==> src/rtl/uart_tx.sv <==
// Byte-write FIFO feeding an 8N1 serializer on txd (idle high, LSB first).
// Latency: a write into an empty FIFO with the FSM idle drives the start bit one edge later.
// Backpressure: none upstream; writes while full are dropped and set the sticky overflow flag.
module uart_tx #(
  parameter int CLK_DIV         = 16,
  parameter int FIFO_DEPTH_LOG2 = 4
) (
  input  logic        clk,
  input  logic        reset,
  input  logic [31:0] din,
  input  logic        we,
  output logic        txd,
  output logic        busy,
  output logic        full,
  output logic        overflow
);

  localparam int DEPTH = 1 << FIFO_DEPTH_LOG2;
  localparam int BW    = $clog2(CLK_DIV);
  localparam logic [BW-1:0]            BAUD_MAX   = BW'(CLK_DIV - 1);
  localparam logic [FIFO_DEPTH_LOG2:0] COUNT_FULL = (FIFO_DEPTH_LOG2 + 1)'(DEPTH);

  typedef enum logic [1:0] {IDLE, START, DATA, STOP} state_t;

  logic [7:0]                 mem [DEPTH];
  logic [FIFO_DEPTH_LOG2-1:0] wr_ptr;
  logic [FIFO_DEPTH_LOG2-1:0] rd_ptr;
  logic [FIFO_DEPTH_LOG2:0]   count;

  state_t         state;
  logic [BW-1:0]  baud;
  logic [2:0]     bit_idx;
  logic [7:0]     shift;

  logic fifo_nonempty;
  logic push;
  logic pop;

  // Only the low byte is transmitted; the upper bits of the store word are don't-care.
  logic unused_din_hi;
  assign unused_din_hi = ^din[31:8];

  assign fifo_nonempty = (count != '0);
  // full is a function of the count register, so a same-cycle pop never frees a slot for a write.
  assign full          = (count == COUNT_FULL);
  assign push          = we && !full;
  assign pop           = (state == IDLE) && fifo_nonempty;
  assign busy          = (state != IDLE) || fifo_nonempty;

  // Storage array: no reset needed, validity is tracked by the pointers and count.
  always_ff @(posedge clk) begin
    if (push) begin
      mem[wr_ptr] <= din[7:0];
    end
  end

  // FIFO pointers, occupancy and the sticky overflow flag.
  always_ff @(posedge clk) begin
    if (reset) begin
      wr_ptr   <= '0;
      rd_ptr   <= '0;
      count    <= '0;
      overflow <= 1'b0;
    end else begin
      if (push) begin
        wr_ptr <= wr_ptr + 1'b1;
      end
      if (pop) begin
        rd_ptr <= rd_ptr + 1'b1;
      end
      if (push && !pop) begin
        count <= count + 1'b1;
      end else if (pop && !push) begin
        count <= count - 1'b1;
      end
      if (we && full) begin
        overflow <= 1'b1;
      end
    end
  end

  // Transmit FSM: each of start, 8 data and stop bits is held for CLK_DIV cycles on a registered txd.
  always_ff @(posedge clk) begin
    if (reset) begin
      state   <= IDLE;
      baud    <= '0;
      bit_idx <= '0;
      shift   <= '0;
      txd     <= 1'b1;
    end else begin
      case (state)
        IDLE: begin
          txd <= 1'b1;
          if (fifo_nonempty) begin
            shift <= mem[rd_ptr];
            txd   <= 1'b0;
            baud  <= '0;
            state <= START;
          end
        end
        START: begin
          if (baud == BAUD_MAX) begin
            baud    <= '0;
            txd     <= shift[0];
            bit_idx <= '0;
            state   <= DATA;
          end else begin
            baud <= baud + BW'(1);
          end
        end
        DATA: begin
          if (baud == BAUD_MAX) begin
            baud <= '0;
            if (bit_idx == 3'd7) begin
              txd   <= 1'b1;
              state <= STOP;
            end else begin
              shift   <= shift >> 1;
              txd     <= shift[1];
              bit_idx <= bit_idx + 3'd1;
            end
          end else begin
            baud <= baud + BW'(1);
          end
        end
        STOP: begin
          if (baud == BAUD_MAX) begin
            baud  <= '0;
            state <= IDLE;
          end else begin
            baud <= baud + BW'(1);
          end
        end
        default: begin
          state <= IDLE;
          txd   <= 1'b1;
        end
      endcase
    end
  end

endmodule
==> config.mk <==
export PLATFORM = sky130hd
export DESIGN_NAME = uart_tx
export DESIGN_NICKNAME = d
export VERILOG_FILES = /design/src/rtl/uart_tx.sv
export SDC_FILE = /design/constraint.sdc
export NUM_CORES = 1
export LEC_CHECK = 0
export ABC_CLOCK_PERIOD_IN_PS = 4000
export CELL_PAD_IN_SITES_DETAIL_PLACEMENT = 0
export CELL_PAD_IN_SITES_GLOBAL_PLACEMENT = 1
export CORE_AREA = 2 2 120 122
export CTS_CLUSTER_DIAMETER = 40
export DETAILED_ROUTE_END_ITERATION = 10
export DIE_AREA = 0 0 122 124
export PLACE_DENSITY = 0.83
export RECOVER_POWER = 50
export SLEW_MARGIN = 20
export SYNTH_ARGS = -nofsm -noshare
export SYNTH_HDL_FRONTEND = slang
export SYNTH_SLANG_ARGS = --single-unit
export TNS_END_PERCENT = 1
==> constraint.sdc <==
create_clock -name clk -period 4 [get_ports clk]
set_clock_uncertainty 0.05 [all_clocks]
set_input_delay 0.8 -clock clk [delete_from_list [all_inputs] [get_ports clk]]
set_output_delay 0.8 -clock clk [all_outputs]
set_load 0.01 [all_outputs]
* After elaboration in Yosys (flattened, before gate mapping)
Memory sizes are Yosys's and may differ from the RTL's. A register that Yosys moved wholly into a read port is not among the register bits. Index checks and enable logic that the tools add are counted.
Word-level totals: register bits 32, latch bits 0, RAM bits 128, bits in read-only memories 0, input port bits 35, output and inout bits 4, logic and storage cells 77, memories 1
Memory list:
- mem | words 16, width 8, rd ports 1, clocked after memory_dff 1, wr ports 1, line 25 | logic [7:0] mem [DEPTH];
Operators by class: add/sub/neg operators 6, multipliers 0, div/mod/pow operators 0, magnitude comparators 0, equality and inequality tests 12, shifts and indexed selects 0, muxes and demuxes 28, bitwise gates (word level) 0, reduce and logical (&&, ||, !) cells 21
Operators with widths (number):
- 8-bit two-way mux | 3
- 4-bit two-way mux | 4
- 8-bit one-hot mux with 2 select lines | 1
- 4-bit by 1-bit adder with 4-bit output, second input constant | 3
- 2-bit != test, second input constant | 6
- 2-bit two-way mux | 5
- 5-bit two-way mux | 2
- 3-bit two-way mux | 3
- 2-bit one-hot mux with 4 select lines | 1
- 4-bit one-hot mux with 2 select lines | 1
- 4-bit AND reduction | 2
- 2-bit nonzero test | 4
- 1-bit two-way mux | 6
- 3-bit one-hot mux with 2 select lines | 1
- 5-bit by 1-bit adder with 5-bit output, second input constant | 1
- 5-bit equality test, second input constant | 1
- 1-bit logical AND | 5
- 5-bit AND reduction | 1
- 5-bit nonzero test | 1
- 5-bit by 1-bit subtractor with 5-bit output, second input constant | 1
- 2-bit equality test, second input constant | 2
- 4-bit equality test, second input constant | 1
- 3-bit by 1-bit adder with 3-bit output, second input constant | 1
- 3-bit equality test, second input constant | 1
- other kinds (8) | 10

* Depth between registers and ports, before layout
depth in word-level cells 7, mapped depth 11

* Worst setup path before layout
Ideal clock, no wire load.
path kind register -> register, start point register count[0], end point register count[4], setup time 0.123 ns, arrival 2.779 ns, path slack 1.047 ns, stages on the path, launching flop included 11, buffers on the path 0, clock period less this slack 2.953 ns, cells stage by stage dfxtp_1 or4_1 o21ai_4 ha_1 inv_1 ha_1 nor2b_1 o21a_1 or3_1 a21oi_1 mux2_1
On the way: cells in the longest elaborated chain, start to end 6, elaborated cells between the ends (all ways) 14
Ends and longest elaborated chain:
- from (decl) | line 28 | logic [FIFO_DEPTH_LOG2:0] count;
- from (signal assigned) | line 72 | count <= count + 1'b1;
- from (signal assigned) | line 74 | count <= count - 1'b1;
- parallel branches: the longest is 6 deep, another holds 5-bit by 1-bit subtractor with 5-bit output
Several ways; the timed one is not identified. The select of a mux whose other input is x is not followed. A chain may end at the register's enable or synchronous reset.

* Worst setup path in the final report
Ends and elaborated chain as after synthesis.

==> results by group <==
Clock tree
  – Hold-fix buffers, CTS: 0
  – Clock-pin slew on the worst setup and hold paths: 60 ps
  – Post CTS Setup Buffer Count: 0
  – CTS tree: yes
  – Number of H-tree levels: 4
  – Later-pin clock latency in the skew report: 420 ps
  – CTS root buffer: clkbuf_16
  – Total CTS buffers: 17
  – Bufs on Longest Clock Path: 2
  – Post-CTS Resized: 0
  – Sink Count: 164

Yosys
  – Post-synthesis register bit count: 164
  – Share of flip-flops with an asynchronous set or reset: 0%
  – Post-Syn Instances: 441
  – Avg Cell Area, Syn: 15.5 um2
  – Ys flop type: edfxtp_1
  – Synth Net Count: 495
  – Cell area after synthesis: 6820 um2
  – Post-synth EDFFs: 128
  – Share of the synthesized area in the top cell type: 56.4%
  – Sequential fraction of the synthesis area: 67.0%
  – Ranking of synthesized cells by area: edfxtp_1 56%, dfxtp_1 11%, mux4_2 8.6%
  – Synth cell types: 52
  – Ys Warns: 0
  – Commonest cells post-synth: 128 x edfxtp_1, 46 x nor2_1, 36 x dfxtp_1, 26 x mux4_2
  – Post-synth top area cell: edfxtp_1
  – Most common cell in the synthesized netlist: edfxtp_1

Cells and area
  – Non-filler cells, final: 658
  – Filler cell count: 1044
  – Area grow syn2layout: 14.0%
  – Finished layout cell area: 7770 um2
  – # diodes: 0
  – Share of cells above drive strength 1: 15.9%
  – Fin nets: 519

Critical path
  – Reg2reg start: count[0]
  – Reg2Reg Depth: 10
  – Worst Path Required: 4250 ps
  – Arrival @ worst endpoint: 3450 ps
  – R2r endpoint: count[4]
  – CP endpoint kind: register
  – Worst Path Max Fanout: 7
  – CP startpoint kind: register
  – Reg-to-reg slack, setup: 790 ps
  – Crit Path Class: reg -> reg

Floorplanning
  – Die Width: 122 um
  – Die area: 15100 um2
  – Rows: 43
  – Initial Utilization: 49.7%
  – Die extent in y: 124 um
  – Io pins: 39
  – Core area: 13700 um2

Pwr
  – P_int: 0.00358 W
  – Sw Share: 29.2%
  – NetSw: 0.00148 W
  – Reg power frac: 42.3%
  – PD cells: 651 nW/um2
  – Combinational share of power: 23.8%
  – Static Leak: 2.62 nW
  – Worst VDD drop: 0.320 mV
  – Clock power frac: 33.9%

Detailed routing
  – Iter 0 DRT Violations: 365
  – Vias: 3785
  – Drc violations: 0
  – Avg WL per Cell: 19.8 um
  – Post-DRT Antenna Nets: 0
  – DR vias/cell: 5.75
  – Final wirelength: 13.1 mm
  – First-pass DRT Iterations: 5

Timing
  – Hold_ws: 406 ps
  – Slew headroom: 38.4%
  – Least-Margin Pin Slew: 923 ps
  – Min Tclk post-route: 3210 ps
  – Slew Limit Fails: 0
  – Final Hold Vio Count: 0
  – Final setup violation count: 0
  – Max frequency: 312 MHz
  – RSZ-0062 raised after global routing: false
  – Final worst-path cycle share: 80.2%
  – Total negative setup slack: 0 ps

Placement
  – IO buf count: 14
  – Placed Area: 7150 um2
  – Placed cell count: 626
  – DP HPWL: 8.07 mm
  – RePlAce Congestion: 0.853

Global route
  – First-pass GRT wire length: 20.7 mm
  – Number of global-route vias before repair: 3811
  – Initial antenna violation count: 0
  – Total global routing overflow: 0
  – Largest net degree at the start of global routing: 31
  – GR Util All Layers: 18.6%

Min path
  – Hold_sp: shift[4]
  – Hold Crit Class: reg -> reg
  – Hold path depth: 1
  – Hold Path End: shift[4]

Status
  – Status: finished, final reports clean

Run
  – Max-Cap Viols: 0
[power groups by stage]
stage	combinational [W]	sequential, W	clock (W)
2_1_floorplan	0.00103	0.00208	0
3_3_place_gp	0.00118	0.00217	0
3_5_place_dp	0.00120	0.00218	0
4_1_cts	0.00122	0.00214	0.00174
5_1_grt	0.00135	0.00216	0.00179
6_report	0.00121	0.00214	0.00171
[kinds of logic after synthesis]
kind of cell | share of synthesized area, %
adder cells (fa/ha/maj) | 3.60
XOR/XNOR | 1.03
AND/OR/NAND/NOR | 7.34
multiplexers | 11.6
flip-flops | 67.0
buffers and inverters | 2.97
AO/OA/AOI/OAI | 6.52
[per-stage QoR]
step                      setup slack (ps)  utilization [%]  total power (W)
after floorplan                       1050                -          0.00311
final                                  792             56.7          0.00506
after CTS                              791             56.7          0.00510
after global routing                   615             56.7          0.00530
after global placement                 628             52.1          0.00334
after detailed placement               594             52.1          0.00338
[registers in the layout, indices dropped and copies added, names as in the netlist, named ones only]
signal    count
overflow      1
count         5
shift         8
wr_ptr        4
txd           1
mem         128
baud          4
rd_ptr        4
bit_idx       3
state         2
[layer usage]
layer  track usage [%]  routed length [um]  up-vias  part of all wire (%)
met5                 0                   0        -                     0
met4              7.40                 231        0                   1.8
met3              4.08                 765       20                   5.9
met2              31.5                6550      132                    50
met1              23.5                5500     1899                    42
li1                  -                   -     1734                     -
[how the worst max path moves through the flow]
stage                     to     start  cells after the start  slack [ps]
global placement    count[4]        we                     10         630
floorplan           count[4]  count[0]                     10        1050
global route        count[4]  count[0]                     10         610
detailed placement  count[4]        we                     10         590
finish              count[4]  count[0]                     10         790
CTS                 count[4]  count[0]                     10         790
[cells in the final DEF, fill, tap and decap left out, types with 7 or more instances in the layout]
master         Yosys  final
clkbuf_16          0     17
nand2_1           12     12
mux4_2            26     26
nor3_1             7      7
buf_4              1     10
a21oi_1           17     17
dfxtp_1           36     35
nand3_1            9      9
dlygate4sd3_1      0      9
nor2b_1            8      8
a221oi_1          12     12
ha_1              18     18
mux2i_1           18     18
nor2_1            46     46
inv_1             17     17
edfxtp_1         128    128
[critical path, stage by stage, from the launching register on]
cell and delay [ps]:
dfxtp_1 360, or4_1 620, o21ai_4 260, ha_1 270
inv_1 120, ha_1 300, nor2b_1 130, o21a_1 180
or3_1 300, a21oi_1 170, mux2_1 330
[cell type report]
cell class	count	area, um2	area share (%)
clock buffers	18	439	5.65
clock inverters	14	191	2.46
inverters	17	63.8	0.821
multi-input cells	238	2040	26.3
flip-flops and latches	164	4570	58.7
well taps	180	225	2.90
repair buffers	27	243	3.12
No activity file was read; power rests on OpenSTA's default activity.
